--- config.mk ---
export PLATFORM = sky130hd
export DESIGN_NAME = ram_1p_arbiter
export DESIGN_NICKNAME = d
export VERILOG_FILES = /design/src/rtl/ram_1p_arbiter.sv
export SDC_FILE = /design/constraint.sdc
export NUM_CORES = 1
export LEC_CHECK = 0
export ABC_AREA = 1
export BUFFER_PORTS_ARGS = -buffer_cell sky130_fd_sc_hd__buf_2
export CAP_MARGIN = 20
export CORE_AREA = 4 4 99 101
export DETAILED_ROUTE_END_ITERATION = 12
export DIE_AREA = 0 0 103 105
export GPL_TIMING_DRIVEN = 0
export HOLD_SLACK_MARGIN = 0.15
export PLACE_DENSITY = 0.64
export SYNTH_ARGS = -nofsm -noshare
export SYNTH_HDL_FRONTEND = slang
export SYNTH_SLANG_ARGS = --single-unit
export TNS_END_PERCENT = 5
--- constraint.sdc ---
create_clock -name clk_i -period 1.4 [get_ports clk_i]
set_clock_uncertainty 0.1 [all_clocks]
set_input_delay 0.07 -clock clk_i [delete_from_list [all_inputs] [get_ports clk_i]]
set_output_delay 0.07 -clock clk_i [all_outputs]
set_load 0.01 [all_outputs]
--- src/rtl/ram_1p_arbiter.sv ---
// Arbitrates the Ibex instruction-fetch and data ports onto one single-port RAM with a
// 1-cycle read latency, bounding data streaks so fetch cannot starve.
module ram_1p_arbiter #(
    parameter int unsigned Depth         = 16384,
    parameter logic [31:0] MemStart      = 32'h0000_0000,
    parameter int unsigned MaxDataStreak = 4,
    localparam int unsigned AW           = $clog2(Depth),
    localparam int unsigned SW           = $clog2(MaxDataStreak + 1)
) (
    input  logic          clk_i,
    input  logic          rst_i,

    input  logic          instr_req_i,
    input  logic [31:0]   instr_addr_i,
    output logic          instr_gnt_o,
    output logic          instr_rvalid_o,
    output logic [31:0]   instr_rdata_o,
    output logic          instr_err_o,

    input  logic          data_req_i,
    input  logic          data_we_i,
    input  logic [3:0]    data_be_i,
    input  logic [31:0]   data_addr_i,
    input  logic [31:0]   data_wdata_i,
    output logic          data_gnt_o,
    output logic          data_rvalid_o,
    output logic [31:0]   data_rdata_o,
    output logic          data_err_o,

    output logic          mem_req_o,
    output logic          mem_we_o,
    output logic [3:0]    mem_be_o,
    output logic [AW-1:0] mem_addr_o,
    output logic [31:0]   mem_wdata_o,
    input  logic [31:0]   mem_rdata_i
);

    localparam logic [SW-1:0] StreakMax = SW'(MaxDataStreak);
    localparam logic [33:0]   WinBytes  = 34'(Depth) << 2;

    logic [SW-1:0] streak_q, streak_d;
    logic          resp_vld_q;
    logic          resp_own_q;
    logic          resp_err_q;
    logic          resp_we_q;

    logic          instr_win;
    logic          data_win;
    logic          grant_any;
    logic [31:0]   sel_addr;
    logic [31:0]   sel_off;
    logic          in_range;

    // Data has priority until it has been granted StreakMax times in a row over a waiting fetch.
    always_comb begin
        instr_win = 1'b0;
        data_win  = 1'b0;
        if (!rst_i) begin
            if (instr_req_i && data_req_i) begin
                instr_win = (streak_q == StreakMax);
                data_win  = !instr_win;
            end else begin
                instr_win = instr_req_i;
                data_win  = data_req_i;
            end
        end
    end

    assign instr_gnt_o = instr_win;
    assign data_gnt_o  = data_win;
    assign grant_any   = instr_win | data_win;

    assign sel_addr = instr_win ? instr_addr_i : data_addr_i;
    assign sel_off  = sel_addr - MemStart;
    assign in_range = ({2'b00, sel_off} < WinBytes);

    always_comb begin
        mem_req_o   = 1'b0;
        mem_we_o    = 1'b0;
        mem_be_o    = 4'h0;
        mem_addr_o  = '0;
        mem_wdata_o = 32'h0;
        if (grant_any && in_range) begin
            mem_req_o  = 1'b1;
            mem_addr_o = sel_off[AW+1:2];
            if (data_win) begin
                mem_we_o    = data_we_i;
                mem_be_o    = data_be_i;
                mem_wdata_o = data_wdata_i;
            end else begin
                mem_be_o = 4'hF;
            end
        end
    end

    always_comb begin
        streak_d = streak_q;
        if (!instr_req_i || instr_win) begin
            streak_d = '0;
        end else if (data_win && (streak_q != StreakMax)) begin
            streak_d = streak_q + SW'(1);
        end
    end

    always_ff @(posedge clk_i) begin
        if (rst_i) begin
            resp_vld_q <= 1'b0;
            resp_own_q <= 1'b0;
            resp_err_q <= 1'b0;
            resp_we_q  <= 1'b0;
            streak_q   <= '0;
        end else begin
            resp_vld_q <= grant_any;
            if (grant_any) begin
                resp_own_q <= data_win;
                resp_err_q <= !in_range;
                resp_we_q  <= data_win & data_we_i;
            end
            streak_q <= streak_d;
        end
    end

    // Responses are suppressed while reset is held so an in-flight grant is dropped.
    always_comb begin
        instr_rvalid_o = resp_vld_q && !resp_own_q && !rst_i;
        data_rvalid_o  = resp_vld_q && resp_own_q && !rst_i;
        instr_err_o    = instr_rvalid_o && resp_err_q;
        data_err_o     = data_rvalid_o && resp_err_q;
        instr_rdata_o  = (instr_rvalid_o && !resp_err_q) ? mem_rdata_i : 32'h0;
        data_rdata_o   = (data_rvalid_o && !resp_err_q && !resp_we_q) ? mem_rdata_i : 32'h0;
    end

endmodule

# Yosys cells after proc, flatten, opt, wreduce, memory -nomap -nowiden
# Cells that the tools add are included.
# W data, S select, Z words.
# word_totals
regBits,7
out_inout_bits,122
wordCells,47
# op_classes
add_sub_neg,1
n_lt_le_gt_ge,1
eq_ne,2
mux,15
n_bitwise,2
reduce_logical,21
# ops
cell,n
$mux W32,5
$lt A32 B17 Y1 const B,1
$mux W14,1
$logic_and A1 B1 Y1,12
$mux W4,2
$logic_not A1 Y1,7
$mux W1,7
$add A3 B1 Y3 const B,1
$eq A3 B3 Y1 const B,1
$ne A3 B3 Y1 const B,1
$reduce_or A2 Y1,1
$and A1 B1 Y1,1
$logic_or A1 B1 Y1,1
$or A1 B1 Y1,1

# Logic depth before layout (Yosys ltp)
# depth
word_depth,7
ltp_mapped,11

# Least setup slack after synthesis
# No wires, ideal clock.
# synth_path
kind,register to output
startpoint,register streak_q[0]
endpoint,output port mem_wdata_o[18]
arrival_ns,1.378
required_ns,1.230
setup_slack_ns,-0.148
stages_incl_launch_ff,11
cell_sequence,dfxtp_1 > inv_1 > ha_1 > nand2_2 > nand2_2 > nand3_4 > nand3_1 > nand2_2 > nand2_4 > buf_6 > nor2_1
# synth_via
elab_chain_cells,7
word_cells_on_any_way,12
classes_between,1 x order compare; 1 x eq/ne; 7 x mux; 1 x bitwise; 2 x reduce/logical
# synth_rtl
item,line,text
from (decl),41,"logic [SW-1:0] streak_q, streak_d;"
from (signal assigned),119,streak_q <= streak_d;
$eq A3 B3 Y1 *,60,instr_win = (streak_q == StreakMax);
$mux W1 or $logic_not A1 Y1 (tied branches),"59, 61",
$mux W1 (on tied branches),"58, 59",
$mux W32 or $mux W1 (tied branches),"73, 58",
$lt A32 B17 Y1 or $or A1 B1 Y1 (tied branches),"75, 71",
$logic_and A1 B1 Y1,83,if (grant_any && in_range) begin
$mux W32 *,83,
to (decl),34,"output logic [31:0] mem_wdata_o,"
# Every way passes the cells marked *; elsewhere a longest branch is shown, timed or not.

# Final worst setup path
# layout_path
startpoint,register streak_q[1]
endpoint,output port mem_addr_o[6]
# layout_via
elab_chain_cells,7
word_cells_on_any_way,11
classes_between,1 x order compare; 1 x eq/ne; 6 x mux; 1 x bitwise; 2 x reduce/logical
# layout_rtl
item,line,text
$eq A3 B3 Y1 *,60,
$mux W1 or $logic_not A1 Y1 (tied branches),"59, 61",
$mux W1 (on tied branches),"58, 59",
$mux W32 or $mux W1 (tied branches),"73, 58",
$lt A32 B17 Y1 or $or A1 B1 Y1 (tied branches),"75, 71",
$logic_and A1 B1 Y1,83,
$mux W14 *,83,
to (decl),33,"output logic [AW-1:0] mem_addr_o,"
# Marks and branches as above.

==> summary.log <==
qor: layout.syn_to_final_growth 125.9%
qor: die.design.die.area 10820 sq um
qor: global_route.globalRouteOverflowTotal 0
qor: cts.cts-buffers-inserted 3
qor: cts.htreeDepth 1
qor: worst_setup_path.timing.critical_path.arrival 1.72 ns
qor: outcome.violations negative setup slack
qor: timing.timing.final.hold_violations 0
qor: die.core_area 9021 sq um
qor: placement.dp_hpwl 6.814 mm
qor: route.wire_per_inst 11.01 um
qor: timing.rsz0062_at_grt yes
qor: power.power.static_leakage 0.002227 uW
qor: route.detailroute.via_count 2744
qor: cts.later_pin_clock_latency_in_the_skew_report 0.23 ns
qor: layout.drive_gt1_share 60.96%
qor: worst_setup_path.critPathLaunchType flip-flop
qor: layout.finish.instance_area 3460 sq um
qor: worst_setup_path.path_class reg -> out
qor: route.first_iter_violations 102
qor: die.io_pins 259
qor: layout.num_antenna_cells 0
qor: timing.period_share 134.9%
qor: route.route.detailed.drc 0
qor: yosys.ys_types 18
qor: cts.clock-root-buffer clkbuf_8
qor: global_route.grtUsageTotal 13.14%
qor: worst_setup_path.reg2reg_from streak_q[1]$_SDFFE_PP0P_
qor: timing.timing.final.crit_period 1.889 ns
qor: route.finalWirelength 7.852 mm
qor: power.max-vdd-ir-drop 0.2020 mV
qor: cts.cts.reportedPaths.clkPinSlew 0.04 ns
qor: worst_setup_path.critical_path.max_fanout 10
qor: yosys.netlist_area 1531 sq um
qor: hold_path.worst_hold_startpoint rst_i
qor: timing.fin_ws -0.4890 ns
qor: layout.layout.nets 742
qor: cts.cts-root-to-sink-buffers 2
qor: worst_setup_path.worst_path_max_stage_delay 0.32 ns
qor: hold_path.worst_hold_path_class in -> reg
qor: cts.cts_sinks 7
qor: worst_setup_path.critPathRequiredTime 1.23 ns
qor: timing.timing.max_slew.rel_slack 78.48%
qor: worst_setup_path.timing.critical_path.from streak_q[1]$_SDFFE_PP0P_
qor: die.placement_rows 35
qor: flow_run.drv_cap 0
qor: worst_setup_path.timing.critical_path.cells inv_2, ha_4, nand2_2, nand2_2, inv_1, nor2_2, nand3_2, nand2_4, nand2_8, buf_8, nor2_2, buf_2
qor: global_route.initial_antenna_violation_count 1
qor: yosys.net_count_synth 474
qor: yosys.post_synth_inst_count 335
qor: route.viasPerCell 3.849
qor: timing.fmax 529.4 MHz
qor: die.floorplan.die.height 105 um
qor: layout.layout_commonest_cell buf_2
qor: placement.post_dp_cell_area 3065 sq um
qor: placement.io_buffers 254
qor: worst_setup_path.endpoint_kind output pin
qor: route.final_antenna_net_count 0
qor: die.initial_core_util 16.98%
qor: cts.tritoncts yes
qor: yosys.synth_seq_area_share 9.150%
qor: die.chipWidth 103 um
qor: global_route.first_global_vias 2466
qor: power.power-per-cell-area 302.4 nW/um^2
qor: timing.setup_violations 90
qor: timing.max_slew.worst_pin.slew 0.3199 ns
qor: yosys.synth_warnings 0
qor: worst_setup_path.cpMaxStageDelayCell dfxtp_2
qor: layout.commonest_non_fill_non_tap_cells_in_the_layout buf_2, nand2_1, nor2_1, nor2_2, inv_1
qor: global_route.largest_net_degree_at_the_start_of_global_routing 11
qor: timing.maxSlewViolCount 0
qor: yosys.synth-seq-cells 7
qor: placement.dp_worst_setup_slack -0.3347 ns
qor: outcome.outcome complete, but fails checks
qor: placement.place.gp.congestion 0.7967
qor: route.first_pass_iters 4
qor: global_route.first_pass_grt_wire_length 11.47 mm
qor: yosys.post_synth.cell_area_avg 4.572 sq um
==> stage by stage <==
step	utilization (%)	setup TNS (ns)	hold slack (ns)	power, uW	instances
2_1_floorplan	-	-2.974	0.03907	446.7	335
3_3_place_gp	33.98	-17.45	0.2278	711.5	700
3_5_place_dp	33.98	-16.60	0.2266	712.2	700
4_1_cts	37.34	-28.13	0.1712	1048	711
5_1_grt	38.35	-36.78	0.2255	1147	713
6_report	38.35	-26.05	0.1657	1046	713
==> worst paths after layout <==
path	endpoint	slack, ns	depth (start not counted)
max	mem_addr_o[6]	-0.49	12
min	resp_err_q$_SDFFE_PP0N_	0.17	4
max reg2reg	resp_err_q$_SDFFE_PP0N_	0.03	9
min reg2reg	streak_q[0]$_SDFFE_PP0P_	0.32	1
==> logic make-up (layout without fill, tap and decap cells) <==
group | after synthesis | in the layout | share of synthesized area (%)
DFF | 7 | 7 | 9.150
buffers and inverters | 73 | 340 | 21.65
xor gates and xnor gates | 1 | 1 | 0.5720
AOI/OAI and AO/OA | 4 | 4 | 1.307
adders and majority gates | 2 | 2 | 1.634
and+or+nand+nor | 248 | 248 | 65.69
==> per-layer routing <==
metal / wire length [um] / vias to the layer above / track usage (%)
met3: 909 / 16 / 2.603
met5: 7 / - / 0
met4: 157 / 2 / 5.088
li1: - / 1486 / -
met2: 3911 / 140 / 23.60
met1: 2866 / 1100 / 14.82
==> report_power, final <==
part           switching [uW]  total, uW  internal, uW  leakage [uW]
Combinational             280        540           260       0.00215
Sequential               10.4        222           211     0.0000590
Clock                    87.9        285           197     0.0000228
Total                     379       1050           668       0.00223
==> final cells by class <==
type                    count  area, sq um
fillers                  1012         5562
repair buffers            263         1400
multi-input cells         255         1310
inverters                  57        219.0
plain buffers              16        200.2
flip-flops and latches      7        146.4
well taps                 111        138.9
clock buffers               4        45.04
==> cell usage after synthesis, drive strengths merged <==
master	instances	share of area [%]
o21ai	2	0.65
nor4	1	0.41
nor3	2	0.65
ha	2	1.6
xnor2	1	0.57
buf	16	7.7
nor2	146	38
dfxtp	7	9.2
nand3	6	2.8
a21oi	2	0.65
inv	57	14
nand2	93	24
==> sequential cells by signal (all words and copies together) (netlist names) <==
register and cells:
resp_own_q 1, resp_err_q 1, resp_vld_q 1, streak_q 3, resp_we_q 1
==> worst max-delay path, delay by kind of cell, from the launching register on <==
family	cells	cell delay, ns
flops	1	0.32
buf+inv	4	0.42
fa+ha+maj	1	0.13
simple gates	7	0.59
==> repair_timing <==
item / CTS / global route
endpoints found under the setup margin: 120 / 120
hold buffers: 3 / 0
gates cloned: 1 / 0
resized for setup: 48 / 21
setup buffers: 3 / 2
endpoints found under the hold margin: 4 / 0
pin swaps: 5 / 1
Power figures use the tool's default switching activity.
